==> src/rtl/param_cpu_pkg.sv <==
// Shared encodings for param_cpu_core: opcodes, FSM state codes and the
// instruction field layout helper.
package param_cpu_pkg;

    localparam logic [2:0] OP_SUB   = 3'b000;
    localparam logic [2:0] OP_ADD   = 3'b001;
    localparam logic [2:0] OP_AND   = 3'b010;
    localparam logic [2:0] OP_OR    = 3'b011;
    localparam logic [2:0] OP_XOR   = 3'b100;
    localparam logic [2:0] OP_JZ    = 3'b101;
    localparam logic [2:0] OP_LOAD  = 3'b110;
    localparam logic [2:0] OP_STORE = 3'b111;

    localparam logic [2:0] ST_IDLE  = 3'd0;
    localparam logic [2:0] ST_FETCH = 3'd1;
    localparam logic [2:0] ST_EXEC  = 3'd2;
    localparam logic [2:0] ST_MEM   = 3'd3;
    localparam logic [2:0] ST_HALT  = 3'd4;

    localparam int FLD_OP  = 0;
    localparam int FLD_RD  = 1;
    localparam int FLD_RS  = 2;
    localparam int FLD_IMM = 3;

    // LSB position of a field: op on top, then rd, then rs; imm starts at bit 0
    // and overlaps rs (imm's width equals the rd LSB position).
    function automatic int field_lsb(input int data_w, input int ridx_w, input int fld);
        case (fld)
            FLD_OP:  return data_w - 3;
            FLD_RD:  return data_w - 3 - ridx_w;
            FLD_RS:  return data_w - 3 - 2 * ridx_w;
            default: return 0;
        endcase
    endfunction

endpackage

==> src/rtl/param_cpu_alu.sv <==
// Combinational ALU for the register-register opcodes (SUB/ADD/AND/OR/XOR);
// other opcodes yield zero and are never written back.
module param_cpu_alu
    import param_cpu_pkg::*;
#(
    parameter int DATA_W = 8
) (
    input  logic [2:0]        op,
    input  logic [DATA_W-1:0] a,
    input  logic [DATA_W-1:0] b,
    output logic [DATA_W-1:0] result
);

    always_comb begin
        result = '0;
        case (op)
            OP_SUB:  result = a - b;
            OP_ADD:  result = a + b;
            OP_AND:  result = a & b;
            OP_OR:   result = a | b;
            OP_XOR:  result = a ^ b;
            default: result = '0;
        endcase
    end

endmodule

==> src/rtl/param_cpu_core.sv <==
// Parametrised multicycle core with req/ack memory port, JZ and HALT.
// Build option: CPU_REG0_ZERO_EN makes r0 a hardwired zero register.
//
// state    | meaning
// ST_IDLE  | waiting for start
// ST_FETCH | read request at PC; IR latched on ack
// ST_EXEC  | ALU write-back, JZ resolution, or hand-off to ST_MEM
// ST_MEM   | LOAD/STORE request at imm; completes on ack
// ST_HALT  | JZ to itself taken; left only through reset
module param_cpu_core
    import param_cpu_pkg::*;
#(
    parameter int DATA_W = 8,
    parameter int ADDR_W = 5,
    parameter int NREGS  = 4
) (
    input  logic              clock,
    input  logic              reset,
    input  logic              start,
    input  logic [DATA_W-1:0] mem_rdata,
    input  logic              mem_ack,
    output logic              mem_req,
    output logic              mem_we,
    output logic [ADDR_W-1:0] mem_addr,
    output logic [DATA_W-1:0] mem_wdata,
    output logic [DATA_W-1:0] alu_out,
    output logic [ADDR_W-1:0] pc_out,
    output logic              busy,
    output logic              halted
);

    localparam int RIDX_W = $clog2(NREGS);
    localparam int OP_LSB = field_lsb(DATA_W, RIDX_W, FLD_OP);
    localparam int RD_LSB = field_lsb(DATA_W, RIDX_W, FLD_RD);
    localparam int RS_LSB = field_lsb(DATA_W, RIDX_W, FLD_RS);
    localparam int IMM_W  = RD_LSB;
    localparam logic [ADDR_W-1:0] PC_ONE = 1;

`ifdef CPU_REG0_ZERO_EN
    localparam bit REG0_ZERO = 1'b1;
`else
    localparam bit REG0_ZERO = 1'b0;
`endif

    logic [2:0]        state;
    logic [DATA_W-1:0] ir;
    logic [ADDR_W-1:0] pc;
    logic [DATA_W-1:0] regs [NREGS];

    logic [2:0]        op;
    logic [RIDX_W-1:0] rd;
    logic [RIDX_W-1:0] rs;
    logic [ADDR_W-1:0] imm;
    logic [DATA_W-1:0] rd_val;
    logic [DATA_W-1:0] rs_val;
    logic [DATA_W-1:0] alu_res;
    logic [ADDR_W-1:0] pc_inc;
    logic              is_alu;
    logic              rd_wr_ok;

    assign op = ir[OP_LSB +: 3];
    assign rd = ir[RD_LSB +: RIDX_W];
    assign rs = ir[RS_LSB +: RIDX_W];

    if (IMM_W >= ADDR_W) begin : g_imm_trunc
        assign imm = ir[ADDR_W-1:0];
    end else begin : g_imm_zext
        assign imm = {{(ADDR_W-IMM_W){1'b0}}, ir[IMM_W-1:0]};
    end

    // With r0 hardwired, its storage is never written after reset, so plain
    // reads of regs[0] already return zero.
    assign rd_val   = regs[rd];
    assign rs_val   = regs[rs];
    assign rd_wr_ok = !(REG0_ZERO && (rd == '0));
    assign is_alu   = (op <= OP_XOR);
    assign pc_inc   = pc + PC_ONE;

    param_cpu_alu #(.DATA_W(DATA_W)) u_alu (
        .op     (op),
        .a      (rd_val),
        .b      (rs_val),
        .result (alu_res)
    );

    always_ff @(posedge clock) begin
        if (reset) begin
            state   <= ST_IDLE;
            ir      <= '0;
            pc      <= '0;
            alu_out <= '0;
            for (int i = 0; i < NREGS; i++) begin
                regs[i] <= '0;
            end
        end else begin
            case (state)
                ST_IDLE: begin
                    if (start) begin
                        state <= ST_FETCH;
                    end
                end
                ST_FETCH: begin
                    if (mem_ack) begin
                        ir    <= mem_rdata;
                        state <= ST_EXEC;
                    end
                end
                ST_EXEC: begin
                    if (is_alu) begin
                        if (rd_wr_ok) begin
                            regs[rd] <= alu_res;
                        end
                        alu_out <= alu_res;
                        pc      <= pc_inc;
                        state   <= ST_FETCH;
                    end else if (op == OP_JZ) begin
                        if (rd_val == '0) begin
                            if (imm == pc) begin
                                state <= ST_HALT;
                            end else begin
                                pc    <= imm;
                                state <= ST_FETCH;
                            end
                        end else begin
                            pc    <= pc_inc;
                            state <= ST_FETCH;
                        end
                    end else begin
                        state <= ST_MEM;
                    end
                end
                ST_MEM: begin
                    if (mem_ack) begin
                        if (op == OP_LOAD && rd_wr_ok) begin
                            regs[rd] <= mem_rdata;
                        end
                        pc    <= pc_inc;
                        state <= ST_FETCH;
                    end
                end
                ST_HALT: begin
                    state <= ST_HALT;
                end
                default: begin
                    state <= ST_IDLE;
                end
            endcase
        end
    end

    // Request signals are pure decodes of state/PC/IR, so they stay stable
    // for as long as the memory withholds ack.
    always_comb begin
        mem_req   = 1'b0;
        mem_we    = 1'b0;
        mem_addr  = '0;
        mem_wdata = '0;
        case (state)
            ST_FETCH: begin
                mem_req  = 1'b1;
                mem_addr = pc;
            end
            ST_MEM: begin
                mem_req  = 1'b1;
                mem_addr = imm;
                if (op == OP_STORE) begin
                    mem_we    = 1'b1;
                    mem_wdata = rd_val;
                end
            end
            default: begin
                mem_req = 1'b0;
            end
        endcase
    end

    assign pc_out = pc;
    assign busy   = (state != ST_IDLE) && (state != ST_HALT);
    assign halted = (state == ST_HALT);

endmodule

==> config.mk <==
export PLATFORM = sky130hd
export DESIGN_NAME = param_cpu_core
export DESIGN_NICKNAME = d
export VERILOG_FILES = /design/src/rtl/param_cpu_pkg.sv /design/src/rtl/param_cpu_alu.sv /design/src/rtl/param_cpu_core.sv
export SDC_FILE = /design/constraint.sdc
export NUM_CORES = 1
export LEC_CHECK = 0
export ABC_CLOCK_PERIOD_IN_PS = 4300
export BUFFER_PORTS_ARGS = -buffer_cell sky130_fd_sc_hd__buf_2
export CAP_MARGIN = 5
export CORE_ASPECT_RATIO = 0.7
export CORE_MARGIN = 2
export CORE_UTILIZATION = 40
export DETAILED_ROUTE_END_ITERATION = 7
export PLACE_DENSITY = 0.68
export SLEW_MARGIN = 20
export SYNTH_ARGS = -nofsm -noshare
export SYNTH_HDL_FRONTEND = slang
export SYNTH_SLANG_ARGS = --single-unit
==> constraint.sdc <==
create_clock -name clock -period 4.3 [get_ports clock]
set_input_delay 0.86 -clock clock [delete_from_list [all_inputs] [get_ports clock]]
set_output_delay 0.86 -clock clock [all_outputs]
set_load 0.02 [all_outputs]
==> results.yml <==
timing:
  final.setup_skew_ps: 6.66
  finalSetupViolCount: 0
  fmax_mhz: 264
  slew_headroom_pct: 38.7
  drv_slew: 0
  rsz0062_at_grt: "false"
  tightest_slew_ps: 915
  fin_crit_sh_pct: 87.9
  period_needed_ps: 3780
  finalHoldViolations: 0
  fin_setup_tns_ps: 0
synth:
  async_flop_share_pct: 0
  post_synth_most_frequent_cells: "nor2_1 (56), inv_1 (33), edfxtp_1 (32), dfxtp_1 (28), ha_1 (24)"
  yosys-top-cells-area: "edfxtp_1 (24%), dfxtp_1 (14%), mux4_2 (8.0%)"
  yosysTopAreaCell: "edfxtp_1"
  yosys_warnings: 0
  post-synth-top-count-cell: "nor2_1"
  syn_avg_cell_area_um2: 9.88
  synth_top_flop_cell: "edfxtp_1"
  synth.distinct_cells: 54
  yosysSeqAreaShare_pct: 38.7
  synth_top_area_share_pct: 24.4
  syn_nets: 435
  synth_edf_count: 32
  ys_seq_elements: 60
  netlist_area_um2: 3930
  syn_inst: 398
finish:
  final_area_um2: 4560
  synthToLayoutAreaGrowth_pct: 16.0
  nFillCells: 938
  drive_above_1_share_pct: 20.4
  n_antenna_cell: 0
  final_nets: 474
routing:
  vias: 3329
  avgRoutedWirePerCell_um: 19.4
  drt_pre_antenna_iters: 5
  drcViolationCount: 0
  dr.first_iter.drc_count: 351
  ant_nets: 0
  drt-total-wl_um: 11100
  via_per_inst: 5.84
critical_path:
  start_kind: "register"
  critPathArrivalTime_ps: 3970
  endpoint_kind: "register"
  cp_max_fo: 5
  required_ps: 4490
  critical_path_class: "reg2reg"
global_route:
  gr-total-overflow: 0
  grt_first_pass_wirelength_um: 17700
  grt_start_max_net_pins: 33
  grt_usage_pct: 22.4
  antenna_found_initial: 0
  grt_pass1_vias: 3292
clocking:
  clkSinkCount: 60
  post-cts-setup-buffers: 0
  root_buffer: "clkbuf_16"
  h-tree-depth: 3
  cts_hold_buffers: 0
  cts_made_buffers: 9
  cts.path.max_buffers: 2
  path_clk_slew_ps: 50
  cts_tree: "yes"
  clock_latency_ps: 340
die:
  die_h_um: 86.9
  die-area_um2: 10600
  initial_core_util_pct: 40.9
  core_area_um2: 9610
  die_w_um: 122
  ios: 42
  rows: 30
power:
  peakVddDrop_uv: 264
  pwr_density_cell_nw_per_um2: 373
  p_leak_nw: 1.82
hold_path:
  hold_path_class: "reg2reg"
place:
  portBuffers: 41
  gp_congestion: 0.920
  place_area_um2: 4270
  hpwl_um: 8240
outcome:
  status: "finished clean"
run:
  maxCapViolations: 0
==> registers in the layout, indices dropped and copies added, names as in the netlist, named ones only <==
register  cells
alu_out       8
pc_out        5
state         3
ir            8
regs         32
==> worst paths after layout <==
path	start	end	slack (ps)	depth (start not counted)
worst min-delay path	alu_out[4]$_SDFFE_PP0P_	alu_out[4]$_SDFFE_PP0P_	500	2
worst max register to register	register	regs[1][4]$_SDFFCE_PN0P_	520	12
worst max-delay path	register	regs[1][4]$_SDFFCE_PN0P_	520	12
worst min register to register	alu_out[4]$_SDFFE_PP0P_	alu_out[4]$_SDFFE_PP0P_	500	2
==> per-layer routing <==
| layer | share of wire, % | up-vias | GRT usage (%) |
|---|---|---|---|
| met1 | 44 | 1634 | 30.3 |
| met4 | 1.6 | 0 | 8.05 |
| met5 | 0 | - | 0 |
| met2 | 45 | 142 | 34.8 |
| met3 | 9.0 | 19 | 5.69 |
| li1 | - | 1534 | - |
==> layout make-up <==
cell class | count | area, µm² | area share (%)
clock buffer | 10 | 239 | 5.24
clock inverter | 6 | 40.0 | 0.878
inverter | 33 | 124 | 2.72
multi-input combinational | 285 | 2220 | 48.6
sequential | 60 | 1520 | 33.4
tap | 128 | 160 | 3.51
timing repair buffer | 48 | 258 | 5.65
==> repair_timing <==
action	4_1_cts	5_1_grt
endpoints found under the hold margin	0	0
endpoints found under the setup margin	0	2
gates resized for setup	0	1
==> worst max-delay path, cell delays in order (launching register included) <==
cell and delay [ps]:
dfxtp_1 500, mux4_2 620, inv_1 140, ha_1 180, nor2_1 60, xnor2_1 120, ha_1 330, nor2b_1 150
o21ai_0 200, a21boi_0 200, o41ai_2 690, a22oi_1 270, nor2_1 160
==> cells by family after synthesis <==
family	count (synthesis)	synth area share, %
and+or+nand+nor	140	18.7
DFF	60	38.7
muxes	31	13.2
AOI/OAI and AO/OA	75	12.8
buffers and inverters	53	5.35
xor gates and xnor gates	14	3.12
adders and majority gates	25	8.15
==> metrics by stage <==
stage / utilization (%) / worst slack, ps / cells / power (W) / hold WS (ps)
floorplan: - / 1110 / 398 / 0.000925 / 525
global placement: 44.5 / 387 / 554 / 0.00102 / 475
detailed placement: 44.5 / 266 / 554 / 0.00103 / 483
CTS: 47.4 / 242 / 570 / 0.00170 / 500
global route: 47.5 / 265 / 570 / 0.00177 / 521
finish: 47.5 / 519 / 570 / 0.00170 / 496
==> placed cells by master (no fill, tap or decap), types with 9 or more instances in the layout <==
| cell | instances |
|---|---|
| nand2_1 | 20 |
| a22oi_1 | 9 |
| o21ai_0 | 12 |
| mux4_2 | 14 |
| nor3_1 | 11 |
| ha_1 | 24 |
| a21oi_1 | 19 |
| dfxtp_1 | 28 |
| nand2b_1 | 9 |
| xnor2_1 | 11 |
| edfxtp_1 | 32 |
| buf_2 | 41 |
| clkbuf_16 | 9 |
| inv_1 | 33 |
| nor2_1 | 56 |
| mux2i_1 | 15 |
==> report_power, final <==
group / internal (W) / switching (W)
combinational: 0.000146 / 0.000236
sequential: 0.000628 / 0.0000274
clock: 0.000403 / 0.000261
total: 0.00118 / 0.000524
Power figures use the tool's default switching activity.
